`src/rtl/lut_shr_bus_if.sv`:
```
// Bus bundle for lut_shr_bus: shift/flush/tap-read controls toward the buffer,
// data, fill state and validity flags back toward the requester.
interface lut_shr_bus_if #(
  parameter int WIDTH = 8,
  parameter int DEPTH = 64
);
  localparam int ADDR_W = $clog2(DEPTH);
  localparam int CNT_W  = $clog2(DEPTH + 1);

  logic              sh_en;
  logic [WIDTH-1:0]  din;
  logic              clr;
  logic              rd_en;
  logic [ADDR_W-1:0] addr;
  logic [WIDTH-1:0]  q_msb;
  logic              q_msb_vld;
  logic [WIDTH-1:0]  q_sel;
  logic              q_sel_vld;
  logic [CNT_W-1:0]  fill;
  logic              full;

  modport master (
    output sh_en, din, clr, rd_en, addr,
    input  q_msb, q_msb_vld, q_sel, q_sel_vld, fill, full
  );

  modport slave (
    input  sh_en, din, clr, rd_en, addr,
    output q_msb, q_msb_vld, q_sel, q_sel_vld, fill, full
  );
endinterface

```
`src/rtl/lut_shr_bus.sv`:
```
// Multi-bit addressable shift-register history buffer with fill tracking,
// a registered random-access tap and a full-qualified oldest-stage output.
module lut_shr_bus #(
  parameter int WIDTH = 8,
  parameter int DEPTH = 64
) (
  input logic         clk,
  input logic         rst,
  lut_shr_bus_if.slave bus
);
  localparam int ADDR_W = $clog2(DEPTH);
  localparam int CNT_W  = $clog2(DEPTH + 1);
  localparam logic [CNT_W-1:0] FILL_MAX = CNT_W'(DEPTH);

  // Storage is deliberately never reset so it can map onto LUT shift registers.
  logic [WIDTH-1:0] mem [DEPTH];
  logic [CNT_W-1:0] fill_q;
  logic [CNT_W-1:0] fill_nxt;
  logic             full_q;
  logic [WIDTH-1:0] q_sel_q;
  logic             q_sel_vld_q;
  logic             addr_in_range;
  logic             addr_valid;

  // A flush on a shifting edge drops old entries first, then counts the new word.
  always_comb begin
    fill_nxt = fill_q;
    if (bus.clr) begin
      fill_nxt = bus.sh_en ? CNT_W'(1) : '0;
    end else if (bus.sh_en && (fill_q != FILL_MAX)) begin
      fill_nxt = fill_q + CNT_W'(1);
    end
  end

  assign addr_in_range = CNT_W'(bus.addr) < FILL_MAX;
  assign addr_valid    = CNT_W'(bus.addr) < fill_q;

  always_ff @(posedge clk or posedge rst) begin
    if (rst) begin
      fill_q      <= '0;
      full_q      <= 1'b0;
      q_sel_q     <= '0;
      q_sel_vld_q <= 1'b0;
    end else begin
      if (bus.sh_en) begin
        mem[0] <= bus.din;
        for (int unsigned i = 1; i < DEPTH; i++) begin
          mem[ADDR_W'(i)] <= mem[ADDR_W'(i - 1)];
        end
      end
      fill_q <= fill_nxt;
      full_q <= (fill_nxt == FILL_MAX);
      // Tap sees pre-shift contents and validity against pre-flush fill.
      if (bus.rd_en) begin
        q_sel_q     <= addr_in_range ? mem[bus.addr] : '0;
        q_sel_vld_q <= addr_in_range && addr_valid;
      end else begin
        q_sel_vld_q <= 1'b0;
      end
    end
  end

  assign bus.q_msb     = mem[DEPTH-1];
  assign bus.q_msb_vld = full_q;
  assign bus.q_sel     = q_sel_q;
  assign bus.q_sel_vld = q_sel_vld_q;
  assign bus.fill      = fill_q;
  assign bus.full      = full_q;
endmodule
```
`src/flat_wrapper.sv`:
```
// flat-port wrapper written by rule: the top's interface ports become plain ports
module lut_shr_bus_flat 
#(
  parameter int WIDTH = 8,
  parameter int DEPTH = 64
)
  (clk, rst, bus_sh_en, bus_din, bus_clr, bus_rd_en, bus_addr, bus_q_msb, bus_q_msb_vld, bus_q_sel, bus_q_sel_vld, bus_fill, bus_full);
  lut_shr_bus_if #(.WIDTH(WIDTH), .DEPTH(DEPTH)) bus_i ();
  input logic clk;
  input logic rst;
  input wire logic [$bits(bus_i.sh_en)-1:0] bus_sh_en;
  input wire logic [$bits(bus_i.din)-1:0] bus_din;
  input wire logic [$bits(bus_i.clr)-1:0] bus_clr;
  input wire logic [$bits(bus_i.rd_en)-1:0] bus_rd_en;
  input wire logic [$bits(bus_i.addr)-1:0] bus_addr;
  output wire logic [$bits(bus_i.q_msb)-1:0] bus_q_msb;
  output wire logic [$bits(bus_i.q_msb_vld)-1:0] bus_q_msb_vld;
  output wire logic [$bits(bus_i.q_sel)-1:0] bus_q_sel;
  output wire logic [$bits(bus_i.q_sel_vld)-1:0] bus_q_sel_vld;
  output wire logic [$bits(bus_i.fill)-1:0] bus_fill;
  output wire logic [$bits(bus_i.full)-1:0] bus_full;
  assign bus_i.sh_en = bus_sh_en;
  assign bus_i.din = bus_din;
  assign bus_i.clr = bus_clr;
  assign bus_i.rd_en = bus_rd_en;
  assign bus_i.addr = bus_addr;
  assign bus_q_msb = bus_i.q_msb;
  assign bus_q_msb_vld = bus_i.q_msb_vld;
  assign bus_q_sel = bus_i.q_sel;
  assign bus_q_sel_vld = bus_i.q_sel_vld;
  assign bus_fill = bus_i.fill;
  assign bus_full = bus_i.full;
  lut_shr_bus #(.WIDTH(WIDTH), .DEPTH(DEPTH)) u_core (.clk(clk), .rst(rst), .bus(bus_i));
endmodule
```
`config.mk`:
```
export PLATFORM = sky130hd
export DESIGN_NAME = lut_shr_bus_flat
export DESIGN_NICKNAME = d
export VERILOG_FILES = /design/src/rtl/lut_shr_bus_if.sv /design/src/rtl/lut_shr_bus.sv /design/src/flat_wrapper.sv
export SDC_FILE = /design/constraint.sdc
export NUM_CORES = 1
export LEC_CHECK = 0
export CORE_ASPECT_RATIO = 0.8
export CORE_MARGIN = 5
export CORE_UTILIZATION = 54
export CTS_CLUSTER_DIAMETER = 60
export DETAILED_ROUTE_END_ITERATION = 6
export PLACE_DENSITY = 0.8
export SLEW_MARGIN = 10
export SYNTH_ARGS = -nofsm -noshare
export SYNTH_HDL_FRONTEND = slang
export SYNTH_SLANG_ARGS = --single-unit
```
`constraint.sdc`:
```
create_clock -name clk -period 2.15 [get_ports clk]
set_clock_uncertainty 0.15 [all_clocks]
set_input_delay 0.3225 -clock clk [delete_from_list [all_inputs] [get_ports clk]]
set_output_delay 0.3225 -clock clk [all_outputs]
set_load 0.02 [all_outputs]
```
==> metrics.md, run 1 <==
| Metric | Value |
|---|---|
| Internal power | 0.0174 W |
| Clk root buf | clkbuf_16 |
| Core Area | 37100 um^2 |
| Worst Setup End Kind | register |
| Compound-Gate Fraction of Synth Area | 0.0380 |
| Share of the yosys chip area belonging to registers | 0.778 |
| Multiplexer share of the synthesized area | 0.140 |
| CP max-delay cell | or4_4 |
| Via count | 10.0k |
| PwrDens | 924 nW/um^2 |
| PortBufs | 44 |
| Dominant cell type by area after synthesis | edfxtp_1 |
| Worst reg2reg startpoint | u_core.bus.fill[2] |
| Number of global-route vias before repair | 10.2k |
| Hold WC Path Type | in2async |
| Post-Syn Area | 20300 um^2 |
| Wire per inst | 25.3 um |
| DIE WIDTH | 227 um |
| WP data arrival | 2.42 ns |
| Placed cell count | 1537 |
| Max-Cap Viols | 0 |
| Crit-path max cell delay | 0.55 ns |
| CTS Hold Bufs | 0 |
| Yosys top cell area share | 0.757 |
| Tcrit/Tclk final | 0.979 |
| Unrepaired setup endpoints after global routing | yes |
| Chip Height | 183 um |
| Antenna diodes | 0 |
| Clock share of power | 0.388 |
| Seq pwr share | 0.544 |
| Synthesized flop and latch total | 529 |
| XOR/XNOR Fraction of Synth Area | 0.00216 |
| FMAX | 475 MHz |
| Syn Inst Count | 961 |
| DRT iter0 DRCs | 1359 |
| Leakage power | 8.05 nW |
| VDD IR-drop max | 703 uV |
| Post-synth cell types | 38 |
| DRC errors left | 0 |
| Clock Tree Buf Depth | 3 |
| Layout area overhead | 17.5% |
| Worst-Margin Slew | 0.678 ns |
| CTS tree | done |
| ANT nets after route | 0 |
| P_sw | 0.00469 W |
| Initial Util | 0.547 |
| Antenna violations before repair | 0 |
| I/O pin cnt | 45 |
| Async set or reset register ratio after synthesis | 0.0321 |
| Critical Path RT | 2.47 ns |
| Worst path cell trace | or4_4 -> o21ai_4 -> a21oi_2 -> or4_4 -> nor4_2 |
| Routed wire length | 41200 um |
| Die Footprint | 41600 um^2 |
| Most common cell on crit path | or4_4 |
| Min Hold Slack | 0.0326 ns |
| Htree depth | 2 |
| Leading cell types in the layout, fill and taps excluded | edfxtp_1, mux4_2, buf_4 |
| CTS clk-pin slew, worst paths | 0.06 ns |
| Detailed-router iteration count before antenna repair | 5 |
| Adder-cell share of the synthesized area | 0.00431 |
| Final setup violation count | 0 |
| Combinational Power Share | 0.068 |
| Min cycle time layout | 2.11 ns |
| Layout cells sized above 1 | 0.251 |
| Final instance count without filler cells | 1628 |
| Ys flop type | edfxtp_1 |
| Final Hold Vio Count | 0 |
| Synth Area per Inst | 21.1 um^2 |
| Worst rel slew slack | 0.546 |
| # rows | 63 |
| Routability cong. | 0.891 |
| Sw Ratio | 0.213 |
| Most common library cell in the layout ignoring fill and taps | edfxtp_1 |
| CP Launch Type | register |
| Status | complete, no violations |
| Largest net degree at the start of global routing | 42 |
| First-pass GRT wire length | 62700 um |
| Largest family of logic cells by synthesized area | multiplexers |
| Max-slew violations | 0 |
| Worst Setup Path Type | reg2reg |
| DP HPWL | 26800 um |
| Synth Net Count | 987 |
| Crit path max fanout | 4 |
| Num CTS Buffers | 49 |
| GR Overflow Total | 0 |
| Crit path from | u_core.bus.fill[2] |
| Via/cell ratio | 6.16 |
| Final net count | 1127 |
| Top cells by area, synth | edfxtp_1, mux4_2, mux2i_1, a22oi_1, dfrtp_1 |
| Post-synth EDFFs | 512 |
| YS warnings | 0 |
| Clock sink count | 529 |
| GRT Overall Usage | 0.199 |
| Synth Area in Simple Gates | 0.0229 |
| Worst skew pair latency | 0.57 ns |
## power by group through the flow
stage                     clock [W]  sequential [W]  combinational [W]
after floorplan                   0          0.0122           0.000830
after global placement            0          0.0122            0.00146
after detailed placement          0          0.0122            0.00149
after CTS                   0.00871          0.0120            0.00151
after global routing        0.00923          0.0120            0.00160
final                       0.00855          0.0120            0.00150
## cell usage after synthesis, types with 9 or more instances
cell type,number
edfxtp_1,512
mux2i_1,51
dfrtp_1,17
mux4_2,104
nand3_1,25
nand2_1,35
a22oi_1,64
a21oi_1,9
nor2_1,14
buf_1,10
buf_2,26
clkbuf_1,16
## registers in the layout, indices dropped and copies added, names as in the netlist
register	flops
u_core.mem	512
u_core.bus.q_sel	8
u_core.bus.fill	7
u_core.bus.full	1
u_core.bus.q_sel_vld	1
## cell type report
class | instances | area (um^2)
Sequential cell | 529 | 15800
Fill cell | 2397 | 13300
Multi-Input combinational cell | 367 | 4240
Timing Repair Buffer | 145 | 1600
Clock buffer | 65 | 1350
Tap cell | 487 | 609
Clock inverter | 26 | 236
Inverter | 9 | 33.8
## critical path, delay by kind of cell, from the launching register on
family	cells	cell delay, ns
flops	1	0.42
compound gates	2	0.29
simple gates	3	1.16
## logic make-up (layout without fill, tap and decap cells)
| group | count (synthesis) | after routing |
|---|---|---|
| flops | 529 | 529 |
| mux | 155 | 155 |
| compound gates | 104 | 104 |
| simple gates | 96 | 96 |
| buf+inv | 65 | 245 |
| fa+ha+maj | 7 | 7 |
| xor+xnor | 5 | 5 |
## path summary, 6_finish.rpt
| kind | endpoint | slack [ns] | depth (start not counted) |
|---|---|---|---|
| worst min-delay path | u_core.bus.q_sel[7] | 0.03 | 3 |
| min in group clk | u_core.mem[0][3] | 0.17 | 1 |
| worst max-delay path | u_core.bus.full | 0.04 | 5 |
| max in group asynchronous | u_core.bus.q_sel[1] | 1.60 | 3 |
| worst max register to register | u_core.bus.full | 0.04 | 5 |
| worst min register to register | u_core.mem[7][1] | 0.29 | 0 |
## through the flow
step                      utilization  cell area (um^2)  setup slack (ns)  power (W)  TNS [ns]
final                           0.643             23900            0.0443     0.0220         0
after global routing            0.643             23900           -0.0224     0.0228   -0.0224
after CTS                       0.643             23900            0.0175     0.0222         0
after detailed placement        0.600             22300            -0.284     0.0137    -16.84
after global placement          0.600             22300            -0.197     0.0136     -5.02
after floorplan                     -             20300             -6.40     0.0131  -3276.65
## what timing repair did
item | CTS | global route
setup buffers | 0 | 0
pin swaps | 0 | 0
resized for setup | 4 | 3
setup endpoints to repair | 4 | 1
## metal layers
metal / wire [um] / GRT usage / vias to the layer above / part of all wire
met3: 3360 / 0.0450 / 60 / 0.081
li1: - / - / 4305 / -
met2: 19000 / 0.296 / 427 / 0.46
met4: 816 / 0.0481 / 0 / 0.020
met5: 0 / 0 / - / 0
met1: 18000 / 0.308 / 5241 / 0.44
Power figures use the tool's default switching activity.
==> run 2: changes to the inputs <==
--- a/config.mk
+++ b/config.mk
@@ -10,6 +10,7 @@
 export CORE_UTILIZATION = 54
 export CTS_CLUSTER_DIAMETER = 60
 export DETAILED_ROUTE_END_ITERATION = 6
+export GPL_ROUTABILITY_DRIVEN = 1
 export PLACE_DENSITY = 0.8
 export SLEW_MARGIN = 10
 export SYNTH_ARGS = -nofsm -noshare
==> results of run 2 <==
The final DEF is identical to that of run 1; final timing and power are the same.
